<file path="src/rtl/wb_write_arbiter.sv">
// wb_write_arbiter
//   Owns the single register-file write port and shares it between the
//   in-order WB stage (highest priority) and the long-latency unit, which
//   delivers results through a valid/ready handshake into a small pending
//   FIFO.  Raises stall_wb to steal the WB slot for a starved FIFO head and
//   to drain pending writes before a syscall.  Exposes a pending-destination
//   lookup for decode hazard detection.
//
// Ports
//   clk, reset                 clock, synchronous active-high reset
//   regwritew/writeregw/resultw WB-stage write request
//   syscallw                   syscall in WB (triggers drain)
//   lu_valid/lu_reg/lu_data    long-unit result, lu_ready back-pressure
//   lu_busy                    long-unit operation in flight
//   rs_d/rt_d/dst_d            decode lookup registers -> pend_hazard
//   stall_wb                   hold the WB stage (decoded from state)
//   rf_we/rf_wa/rf_wd          registered register-file write port
module wb_write_arbiter #(
    parameter int DEPTH        = 2,
    parameter int STARVE_LIMIT = 8
) (
    input  logic        clk,
    input  logic        reset,
    input  logic        regwritew,
    input  logic [4:0]  writeregw,
    input  logic [31:0] resultw,
    input  logic        syscallw,
    input  logic        lu_valid,
    input  logic [4:0]  lu_reg,
    input  logic [31:0] lu_data,
    input  logic        lu_busy,
    output logic        lu_ready,
    input  logic [4:0]  rs_d,
    input  logic [4:0]  rt_d,
    input  logic [4:0]  dst_d,
    output logic        pend_hazard,
    output logic        stall_wb,
    output logic        rf_we,
    output logic [4:0]  rf_wa,
    output logic [31:0] rf_wd
);

    localparam int AW   = (DEPTH > 1) ? $clog2(DEPTH) : 1;
    localparam int CW   = $clog2(DEPTH + 1);
    localparam int AGEW = $clog2(STARVE_LIMIT + 1);
    localparam logic [CW-1:0]   FULL_CNT  = CW'(DEPTH);
    localparam logic [AGEW-1:0] AGE_LIMIT = AGEW'(STARVE_LIMIT);

    typedef enum logic [1:0] {
        ST_RUN   = 2'd0,
        ST_STEAL = 2'd1,
        ST_DRAIN = 2'd2
    } state_t;

    state_t            state_r, state_next_s;
    logic [4:0]        fifo_reg_r  [DEPTH];
    logic [31:0]       fifo_data_r [DEPTH];
    logic [DEPTH-1:0]  fifo_vld_r;
    logic [AW-1:0]     rd_ptr_r, wr_ptr_r;
    logic [CW-1:0]     count_r;
    logic [AGEW-1:0]   age_r, age_next_s;

    logic        empty_s, full_s, lu_live_s, wb_busy_s;
    logic        push_s, pop_s, gnt_s;
    logic [4:0]  gnt_wa_s;
    logic [31:0] gnt_wd_s;

    // True when a non-zero register r equals any of the three lookup registers.
    function automatic logic lookup_hit(input logic [4:0] r, input logic [4:0] a,
                                        input logic [4:0] b, input logic [4:0] c);
        return (r != 5'd0) && ((r == a) || (r == b) || (r == c));
    endfunction

    assign empty_s   = (count_r == {CW{1'b0}});
    assign full_s    = (count_r == FULL_CNT);
    // No pass-through when full, even if the head pops this cycle.
    assign lu_ready  = !full_s;
    // Transfers to register 0 complete the handshake but are dropped.
    assign lu_live_s = lu_valid && !full_s && (lu_reg != 5'd0);
    // WB only competes in RUN; in STEAL/DRAIN it is being held.
    assign wb_busy_s = regwritew && (writeregw != 5'd0) && (state_r == ST_RUN);
    assign stall_wb  = (state_r != ST_RUN);

    // Grant selection, FIFO push/pop and next-state decision.
    always_comb begin
        gnt_s        = 1'b0;
        gnt_wa_s     = rf_wa;
        gnt_wd_s     = rf_wd;
        push_s       = 1'b0;
        pop_s        = 1'b0;
        state_next_s = state_r;
        case (state_r)
            ST_RUN: begin
                if (wb_busy_s) begin
                    gnt_s    = 1'b1;
                    gnt_wa_s = writeregw;
                    gnt_wd_s = resultw;
                    push_s   = lu_live_s;
                end else if (!empty_s) begin
                    gnt_s    = 1'b1;
                    pop_s    = 1'b1;
                    gnt_wa_s = fifo_reg_r[rd_ptr_r];
                    gnt_wd_s = fifo_data_r[rd_ptr_r];
                    push_s   = lu_live_s;
                end else if (lu_live_s) begin
                    gnt_s    = 1'b1;
                    gnt_wa_s = lu_reg;
                    gnt_wd_s = lu_data;
                end else begin
                    gnt_s    = 1'b0;
                end
                // Drain beats steal; a head already popped this cycle is not starved.
                if (syscallw && (!empty_s || lu_busy || lu_valid)) begin
                    state_next_s = ST_DRAIN;
                end else if ((age_r == AGE_LIMIT) && !pop_s) begin
                    state_next_s = ST_STEAL;
                end else begin
                    state_next_s = ST_RUN;
                end
            end
            ST_STEAL, ST_DRAIN: begin
                if (!empty_s) begin
                    gnt_s    = 1'b1;
                    pop_s    = 1'b1;
                    gnt_wa_s = fifo_reg_r[rd_ptr_r];
                    gnt_wd_s = fifo_data_r[rd_ptr_r];
                    push_s   = lu_live_s;
                end else if (lu_live_s) begin
                    gnt_s    = 1'b1;
                    gnt_wa_s = lu_reg;
                    gnt_wd_s = lu_data;
                end else begin
                    gnt_s    = 1'b0;
                end
                if (state_r == ST_STEAL) begin
                    state_next_s = ST_RUN;
                end else if (empty_s && !lu_busy && !lu_valid) begin
                    state_next_s = ST_RUN;
                end else begin
                    state_next_s = ST_DRAIN;
                end
            end
            default: begin
                state_next_s = ST_RUN;
            end
        endcase
    end

    // Head age: counts cycles a non-empty FIFO head waits, saturating.
    always_comb begin
        age_next_s = age_r;
        if (empty_s || pop_s) begin
            age_next_s = {AGEW{1'b0}};
        end else if (age_r < AGE_LIMIT) begin
            age_next_s = age_r + {{(AGEW-1){1'b0}}, 1'b1};
        end else begin
            age_next_s = age_r;
        end
    end

    // Pending-destination lookup over valid FIFO entries and the write in flight.
    always_comb begin
        pend_hazard = rf_we && lookup_hit(rf_wa, rs_d, rt_d, dst_d);
        for (int i = 0; i < DEPTH; i++) begin
            if (fifo_vld_r[i] && lookup_hit(fifo_reg_r[i], rs_d, rt_d, dst_d)) begin
                pend_hazard = 1'b1;
            end else begin
                pend_hazard = pend_hazard;
            end
        end
    end

    // State, FIFO storage/pointers, age and registered write port.
    always_ff @(posedge clk) begin
        if (reset) begin
            state_r    <= ST_RUN;
            fifo_vld_r <= {DEPTH{1'b0}};
            rd_ptr_r   <= {AW{1'b0}};
            wr_ptr_r   <= {AW{1'b0}};
            count_r    <= {CW{1'b0}};
            age_r      <= {AGEW{1'b0}};
            rf_we      <= 1'b0;
            rf_wa      <= 5'd0;
            rf_wd      <= 32'd0;
            for (int i = 0; i < DEPTH; i++) begin
                fifo_reg_r[i]  <= 5'd0;
                fifo_data_r[i] <= 32'd0;
            end
        end else begin
            state_r <= state_next_s;
            age_r   <= age_next_s;
            rf_we   <= gnt_s;
            rf_wa   <= gnt_wa_s;
            rf_wd   <= gnt_wd_s;
            if (push_s) begin
                fifo_reg_r[wr_ptr_r]  <= lu_reg;
                fifo_data_r[wr_ptr_r] <= lu_data;
                fifo_vld_r[wr_ptr_r]  <= 1'b1;
                wr_ptr_r              <= wr_ptr_r + {{(AW-1){1'b0}}, 1'b1};
            end
            if (pop_s) begin
                fifo_vld_r[rd_ptr_r] <= 1'b0;
                rd_ptr_r             <= rd_ptr_r + {{(AW-1){1'b0}}, 1'b1};
            end
            case ({push_s, pop_s})
                2'b10:   count_r <= count_r + {{(CW-1){1'b0}}, 1'b1};
                2'b01:   count_r <= count_r - {{(CW-1){1'b0}}, 1'b1};
                default: count_r <= count_r;
            endcase
        end
    end

endmodule

</file>
<file path="config.mk">
export PLATFORM = sky130hd
export DESIGN_NAME = wb_write_arbiter
export DESIGN_NICKNAME = d
export VERILOG_FILES = /design/src/rtl/wb_write_arbiter.sv
export SDC_FILE = /design/constraint.sdc
export NUM_CORES = 1
export LEC_CHECK = 0
export ABC_AREA = 0
export BUFFER_PORTS_ARGS = -buffer_cell sky130_fd_sc_hd__buf_2
export CAP_MARGIN = 40
export CELL_PAD_IN_SITES_DETAIL_PLACEMENT = 1
export CELL_PAD_IN_SITES_GLOBAL_PLACEMENT = 1
export CORE_MARGIN = 2
export CORE_UTILIZATION = 39
export CTS_CLUSTER_DIAMETER = 150
export DETAILED_ROUTE_END_ITERATION = 16
export HOLD_SLACK_MARGIN = 0.1
export PLACE_DENSITY_LB_ADDON = 0.05
export SYNTH_ARGS = -nofsm -noshare
export SYNTH_HDL_FRONTEND = slang
export SYNTH_SLANG_ARGS = --single-unit
</file>
<file path="constraint.sdc">
create_clock -name clk -period 2.5 [get_ports clk]
set_clock_uncertainty 0.2 [all_clocks]
set_input_delay 0 -clock clk [delete_from_list [all_inputs] [get_ports clk]]
set_output_delay 0 -clock clk [all_outputs]
set_load 0.05 [all_outputs]
</file>
==> results_dict.tcl, run 1 <==
set metrics [dict create \
    status "completed" \
    r2r_start "state_r[0]" \
    min_path_type "in2reg" \
    period_minus_slack_ns 2.43 \
    gp_congestion 0.810 \
    critical-path-top-delay-family "buffers and inverters" \
    synth.distinct_cells 49 \
    fmax_mhz 412 \
    synth_adder_area_share_pct 1.06 \
    syn_to_final_growth_pct 35.3 \
    detail-route-antenna-nets 0 \
    h-tree-depth 4 \
    drc 0 \
    worstPathCellList "dlygate4sd3_1 > buf_2 > or4_4 > o211ai_4 > nand2b_4 > mux2i_1 > dlygate4sd3_1 > o32ai_1" \
    cp.arrival_ns 2.50 \
    coreArea_um2 17900 \
    reg2reg_depth 8 \
    grt_usage_pct 22.7 \
    crit_path_start "writeregw[0]" \
    grt_first_pass_wirelength_mm 35.0 \
    synth_edf_count 74 \
    yosysMostFrequentCell "and2_1" \
    finalHoldViolations 0 \
    ys_seq_area_share_pct 45.7 \
    crit_path_end "rf_wa[3]" \
    yosysWarnings 0 \
    cp.depth 8 \
    r2r_slack_ns 0.13 \
    synth-xor-area-share_pct 6.18 \
    relSlewSlack_pct 54.3 \
    viasPerCell 5.34 \
    initial_utilization_pct 39.6 \
    synth-async-reset-ratio_pct 0 \
    ir_drop_mv 0.556 \
    syn_nets 783 \
    r2r_end "count_r[1]" \
    rsz0062_at_grt "no" \
    ys_top_cells_by_area "edfxtp_1 31%, dfxtp_1 14%, a221oi_2 7.4%" \
    worstSetupStartpointType "input pin" \
    fp.dieW_um 139 \
    boundaryPins 136 \
    dr.pass1.iters 4 \
    grt_pass1_vias 6575 \
    grt.overflow.total 0 \
    insertion_delay_ns 0.42 \
    cts_max_path_buffers 2 \
    synth_compound_area_share_pct 23.6 \
    worstSetupPathType "in2reg" \
    power_leakage_nw 3.84 \
    fin_crit_sh_pct 97.1 \
    fp.dieH_um 139 \
    hp-start "lu_data[15]" \
    drtIter0Drc 254 \
    max-cap-violations 0 \
    yosysTopAreaCell "edfxtp_1" \
    syn_avg_cell_area_um2 10.4 \
    synth_mux_area_share_pct 0.988 \
    wirelength_mm 21.6 \
    maxSlewViolCount 0 \
    grt_max_degree 70 \
    hpwlAfterDp_mm 13.7 \
    synth_ff_type "edfxtp_1" \
    dr_total_vias 6097 \
    synth_top_family_by_area "compound AO/OA/AOI/OAI gates" \
    die_area_um2 19300 \
    portBuffers 135 \
    avgRoutedWirePerCell_um 18.9 \
    slowest_stage "dlygate4sd3_1" \
    drive_above_1_share_pct 28.5 \
    clk_pin_slew_ns 0.06 \
    syn_inst 682 \
    placementRows 49 \
    cp_max_fo 5 \
    power.total_mw 9.27 \
    nNetsFinal 1001 \
    syn-cell-area_um2 7090 \
    path_buf_inv 3 \
    n_antenna_cell 0 \
    cts_tree "done" \
    synth_simple_gate_area_share_pct 15.6 \
    endpoint_kind "flip-flop" \
    ys_seq_elements 125 \
    worst_pin_slew_ns 0.685 \
    yosysTopAreaCellShare_pct 31.3 \
    setup_viol 0 \
    required_ns 2.58 \
    p_per_area_nw_per_um2 966 \
    grt_antenna_before_repair 0 \
    netlist_top_cells_count "75 x and2_1, 74 x edfxtp_1, 72 x a21oi_1, 51 x dfxtp_1, 44 x inv_1" \
    cts-root-buf "clkbuf_16" \
    cts_sinks 125 \
    numCtsBuffers 17 \
    cp_common_cell "dlygate4sd3_1" \
    slowest_delay_ns 0.56 \
    tns_ns 0 \
]
routing by layer:
layer	GRT usage, %	vias up	wire, µm	share of wire, %
met5	0	-	0	0
met4	6.01	0	264	1.2
met3	4.56	21	815	3.8
met2	38.7	144	10700	49
met1	29.5	3019	9860	46
li1	-	2913	-	-
worst min-delay path, delay by kind of cell:
kind | cells | cell delay (ns)
AND/OR/NAND/NOR | 1 | 0.11
buffers and inverters | 2 | 0.63
what timing repair did:
| item | CTS | global route |
|---|---|---|
| setup endpoints to repair | 1 | 5 |
| gates cloned | 0 | 0 |
| gates resized for setup | 1 | 6 |
| pin swaps | 0 | 0 |
| buffers inserted | 4 | 8 |
| endpoints found under the hold margin | 121 | 0 |
| hold buffers | 83 | 0 |
flip-flops by register name, indices dropped and copies added (netlist names), named ones only:
name / cells
age_r: 4
count_r: 2
fifo_data_r: 64
fifo_reg_r: 10
fifo_vld_r: 2
rd_ptr_r: 1
rf_wa: 5
rf_wd: 32
rf_we: 1
state_r: 2
wr_ptr_r: 1
how the worst min path moves through the flow:
stage | endpoint | cells past startpoint
final | fifo_data_r[1][15] | 3
after global routing | fifo_data_r[1][5] | 3
after CTS | fifo_data_r[1][5] | 3
after detailed placement | fifo_data_r[1][7] | 2
after global placement | fifo_data_r[0][17] | 2
after floorplan | state_r[0] | 3
per-stage QoR:
stage / hold WS [ns] / cell area (µm²) / utilization, % / setup WS, ns / cells
floorplan: -0.0138 / 7100 / - / 0.0443 / 682
global placement: 0.102 / 8060 / 45.0 / 0.188 / 1015
detailed placement: 0.111 / 8060 / 45.0 / 0.0615 / 1015
CTS: 0.199 / 9510 / 53.1 / 0.00766 / 1134
global route: 0.231 / 9590 / 53.6 / 0.00106 / 1142
finish: 0.221 / 9590 / 53.6 / 0.0724 / 1142
layout by cell type, fill, tap and decap left out, drive strengths merged, types with 3 or more instances in the layout:
master / instances
xnor2: 21
a31oi: 5
nor3: 11
edfxtp: 74
a211o: 36
a221oi: 41
nor4: 6
and2: 75
o21ai: 6
dlygate4sd3: 83
and2b: 3
or4: 5
nor2: 6
mux2i: 7
nand2b: 5
xor2: 29
dfxtp: 51
a211oi: 36
nor2b: 30
buf: 172
nand2: 33
clkinvlp: 5
ha: 6
clkbuf: 19
clkinv: 4
a21oi: 72
nand3: 10
inv: 47
where the power goes:
group / leakage (nW) / total, mW / internal [mW] / switching, mW
clock: 0.278 / 2.48 / 1.52 / 0.959
sequential: 1.20 / 2.92 / 2.62 / 0.301
combinational: 2.37 / 3.87 / 1.46 / 2.41
total: 3.84 / 9.27 / 5.60 / 3.67
final cells by class:
| type | instances | area, µm² |
|---|---|---|
| multi-input cells | 456 | 3420 |
| clock buffers | 19 | 453 |
| repair buffers | 255 | 1880 |
| clock inverters | 13 | 139 |
| well taps | 229 | 287 |
| fillers | 1953 | 8310 |
| flip-flops and latches | 125 | 3250 |
| inverters | 45 | 169 |
cells by family (layout without fill, tap and decap cells):
| group | after synthesis | count (layout) |
|---|---|---|
| AND/OR/NAND/NOR | 189 | 189 |
| multiplexers | 7 | 7 |
| AO/OA/AOI/OAI | 204 | 204 |
| adder cells (fa/ha/maj) | 6 | 6 |
| flip-flops | 125 | 125 |
| XOR/XNOR | 50 | 50 |
| buffers and inverters | 101 | 332 |
Power figures use the tool's default switching activity.
==> run 2, diff against run 1 <==
Settings changed: ABC_AREA 0 to 1, CORE_UTILIZATION 39 to 40.
Clock period 2.5 ns to 2.3 ns, I/O delays scaled along.
==> run 2 against run 1 <==
Combinational power grew 17%. Final cell count grew 37%. Utilization grew 0.96 points. Cell area grew 6.7%. Clock power grew 5%. Critical path depth grew 3. Power grew 12%. Sequential share of layout area shrank 2.1 points. Routed wire length grew 23%. Register-to-register slack is essentially flat. Synthesized area grew 8.6%. Count of clock-buffer cells in the layout grew 8.
==> results_dict.tcl, run 2 <==
set metrics [dict create \
    syn-cell-area_um2 7700 \
    initial_utilization_pct 41.0 \
    hpwlAfterDp_mm 16.3 \
    dr.pass1.iters 5 \
    grt_max_degree 77 \
    final_core_util_pct 54.6 \
    syn_inst 1118 \
    required_ns 2.25 \
    viasPerCell 5.02 \
    h-tree-depth 4 \
    ir_drop_mv 0.706 \
    coreArea_um2 18800 \
    period_minus_slack_ns 2.16 \
    drc 0 \
    ys_seq_elements 125 \
    wl_met2_mm 13.7 \
    synth-async-reset-ratio_pct 0 \
    gp_congestion 0.823 \
    boundaryPins 136 \
    drive_above_1_share_pct 16.6 \
    cts_tree "done" \
    syn_nets 1219 \
    fmax_mhz 462 \
    layout_common_cells "255 x nand2_1, 210 x inv_1, 164 x nor2_1, 135 x buf_2, 87 x nand3_1" \
    p_per_area_nw_per_um2 1010 \
    die_area_um2 20400 \
    drtIter0Drc 379 \
    dp.cells 1448 \
    fp.dieH_um 143 \
    placementRows 50 \
    ys_seq_area_share_pct 42.1 \
    min_path_type "in2reg" \
    grt_pass1_vias 8327 \
    yosysWarnings 0 \
    status "completed" \
    synth_edf_count 74 \
    cts_sinks 125 \
    yosysTopAreaCellShare_pct 28.9 \
    cp.arrival_ns 2.11 \
    endpoint_kind "flip-flop" \
    yosysMostFrequentCell "nand2_1" \
    portBuffers 135 \
    nNetsFinal 1423 \
    tns_ns 0 \
    synth_ff_type "edfxtp_1" \
    grt.overflow.total 0 \
    insertion_delay_ns 0.43 \
    regMostFlops "fifo_data_r" \
    max-cap-violations 0 \
    grt_usage_pct 26.3 \
    cts_max_path_buffers 2 \
    worst_pin_slew_ns 0.581 \
    hold_ws_ns 0.257 \
    avgRoutedWirePerCell_um 16.9 \
    top_layer "met4" \
    power_leakage_nw 5.28 \
    netlist_top_cells_count "259 x nand2_1, 211 x inv_1, 166 x nor2_1, 88 x nand3_1, 74 x edfxtp_1" \
    relSlewSlack_pct 61.3 \
    cp_max_fo 7 \
    synth.distinct_cells 28 \
    worstSetupPathType "reg2reg" \
    fin_crit_sh_pct 94.1 \
    detail-route-antenna-nets 0 \
    dr_total_vias 7882 \
    finalHoldViolations 0 \
    grt_antenna_before_repair 0 \
    yosysTopAreaCell "edfxtp_1" \
    rsz0062_at_grt "no" \
    final_common_cell "nand2_1" \
    worstSetupStartpointType "flip-flop" \
    routed-wl-met3_mm 1.16 \
    maxSlewViolCount 0 \
    numCtsBuffers 17 \
    ys_top_cells_by_area "edfxtp_1 29%, dfxtp_1 13%, nand2_1 13%" \
    fp.dieW_um 143 \
    setup_viol 0 \
    wirelength_mm 26.5 \
    fin_cells 1570 \
    largest_register_ffs 64 \
    clk_pin_slew_ns 0.06 \
    met1_length_mm 11.5 \
    largestRegisters "fifo_data_r x64, rf_wd x32, fifo_reg_r x10" \
    grt_first_pass_wirelength_mm 41.6 \
    cts-root-buf "clkbuf_16" \
    syn_avg_cell_area_um2 6.89 \
    syn_to_final_growth_pct 33.0 \
]
-- run 2: cell types whose count changed in the layout (fill, tap and decap cells not counted), sizes merged, moves of 40 or more --
cell	before	now
nand4	0	43
and2	75	0
a221oi	41	1
nand3	10	91
nand2	33	260
nor2	6	167
o21ai	6	48
inv	47	213
-- run 2: cells by family (layout without fill, tap and decap cells) --
| group | Yosys count | count (layout) | synth area share [%] |
|---|---|---|---|
| flip-flops | 125 | 125 | 42.1 |
| buffers and inverters | 280 | 497 | 14.5 |
| AND/OR/NAND/NOR | 561 | 561 | 30.7 |
| adder cells (fa/ha/maj) | 6 | 6 | 0.975 |
| other | 0 | 1 | 0 |
| AO/OA/AOI/OAI | 105 | 105 | 7.02 |
| XOR/XNOR | 41 | 41 | 4.66 |
-- run 2: worst max-delay path, cell delays in order, from the launching register on --
cell and delay [ns]:
dfxtp_2 0.32, inv_1 0.11, ha_4 0.19, nand2_1 0.06, inv_1 0.13, nand2_1 0.12, nand2_1 0.10, nand2_2 0.10
inv_4 0.08, nand2_1 0.09, nand2_4 0.18, clkbuf_16 0.20
-- run 2: area by class of cell --
cell class / instances / area [µm²]
diodes: 1 / 2.50
clock buffers: 27 / 544
clock inverters: 5 / 28.8
fillers: 2390 / 8530
inverters: 215 / 813
multi-input cells: 713 / 3410
flip-flops and latches: 125 / 3250
well taps: 234 / 293
repair buffers: 250 / 1900
-- run 2: path summary, 6_finish.rpt --
path	from	cells past startpoint	slack, ns	to
setup / recovery	state_r[1]	11	0.14	fifo_data_r[1][6]
hold reg to reg	fifo_vld_r[0]	2	0.26	fifo_vld_r[0]
setup reg to reg	state_r[1]	11	0.14	fifo_data_r[1][6]
hold / removal	lu_data[23]	4	0.26	fifo_data_r[1][23]
-- run 2: routing by layer --
metal,GRT usage [%],vias up
li1,-,3884
met1,31.7,3815
met2,47.1,167
met3,5.53,16
met4,7.71,0
met5,0,-
-- run 2: metrics by stage --
stage          total power, mW  worst slack [ns]  area [µm²]
2_1_floorplan             6.31           -0.0244        7720
3_3_place_gp              7.39            0.0956        8720
3_5_place_dp              7.50            0.0150        8720
4_1_cts                   10.2            0.0541       10100
5_1_grt                   11.0           0.00796       10200
6_report                  10.4             0.136       10200
-- run 2: repair_timing --
item,4_1_cts,5_1_grt
endpoints found under the setup margin,14,79
pin swaps,0,1
cloned,0,2
buffers inserted,0,5
hold buffers,82,0
endpoints found under the hold margin,120,0
gates resized for setup,1,13
-- run 2: power by group --
part	switching, mW	total [mW]	internal [mW]	leakage [nW]
Sequential	0.364	3.24	2.88	1.20
Combinational	3.06	4.51	1.45	3.80
Clock	0.990	2.60	1.61	0.288
Total	4.42	10.4	5.94	5.28
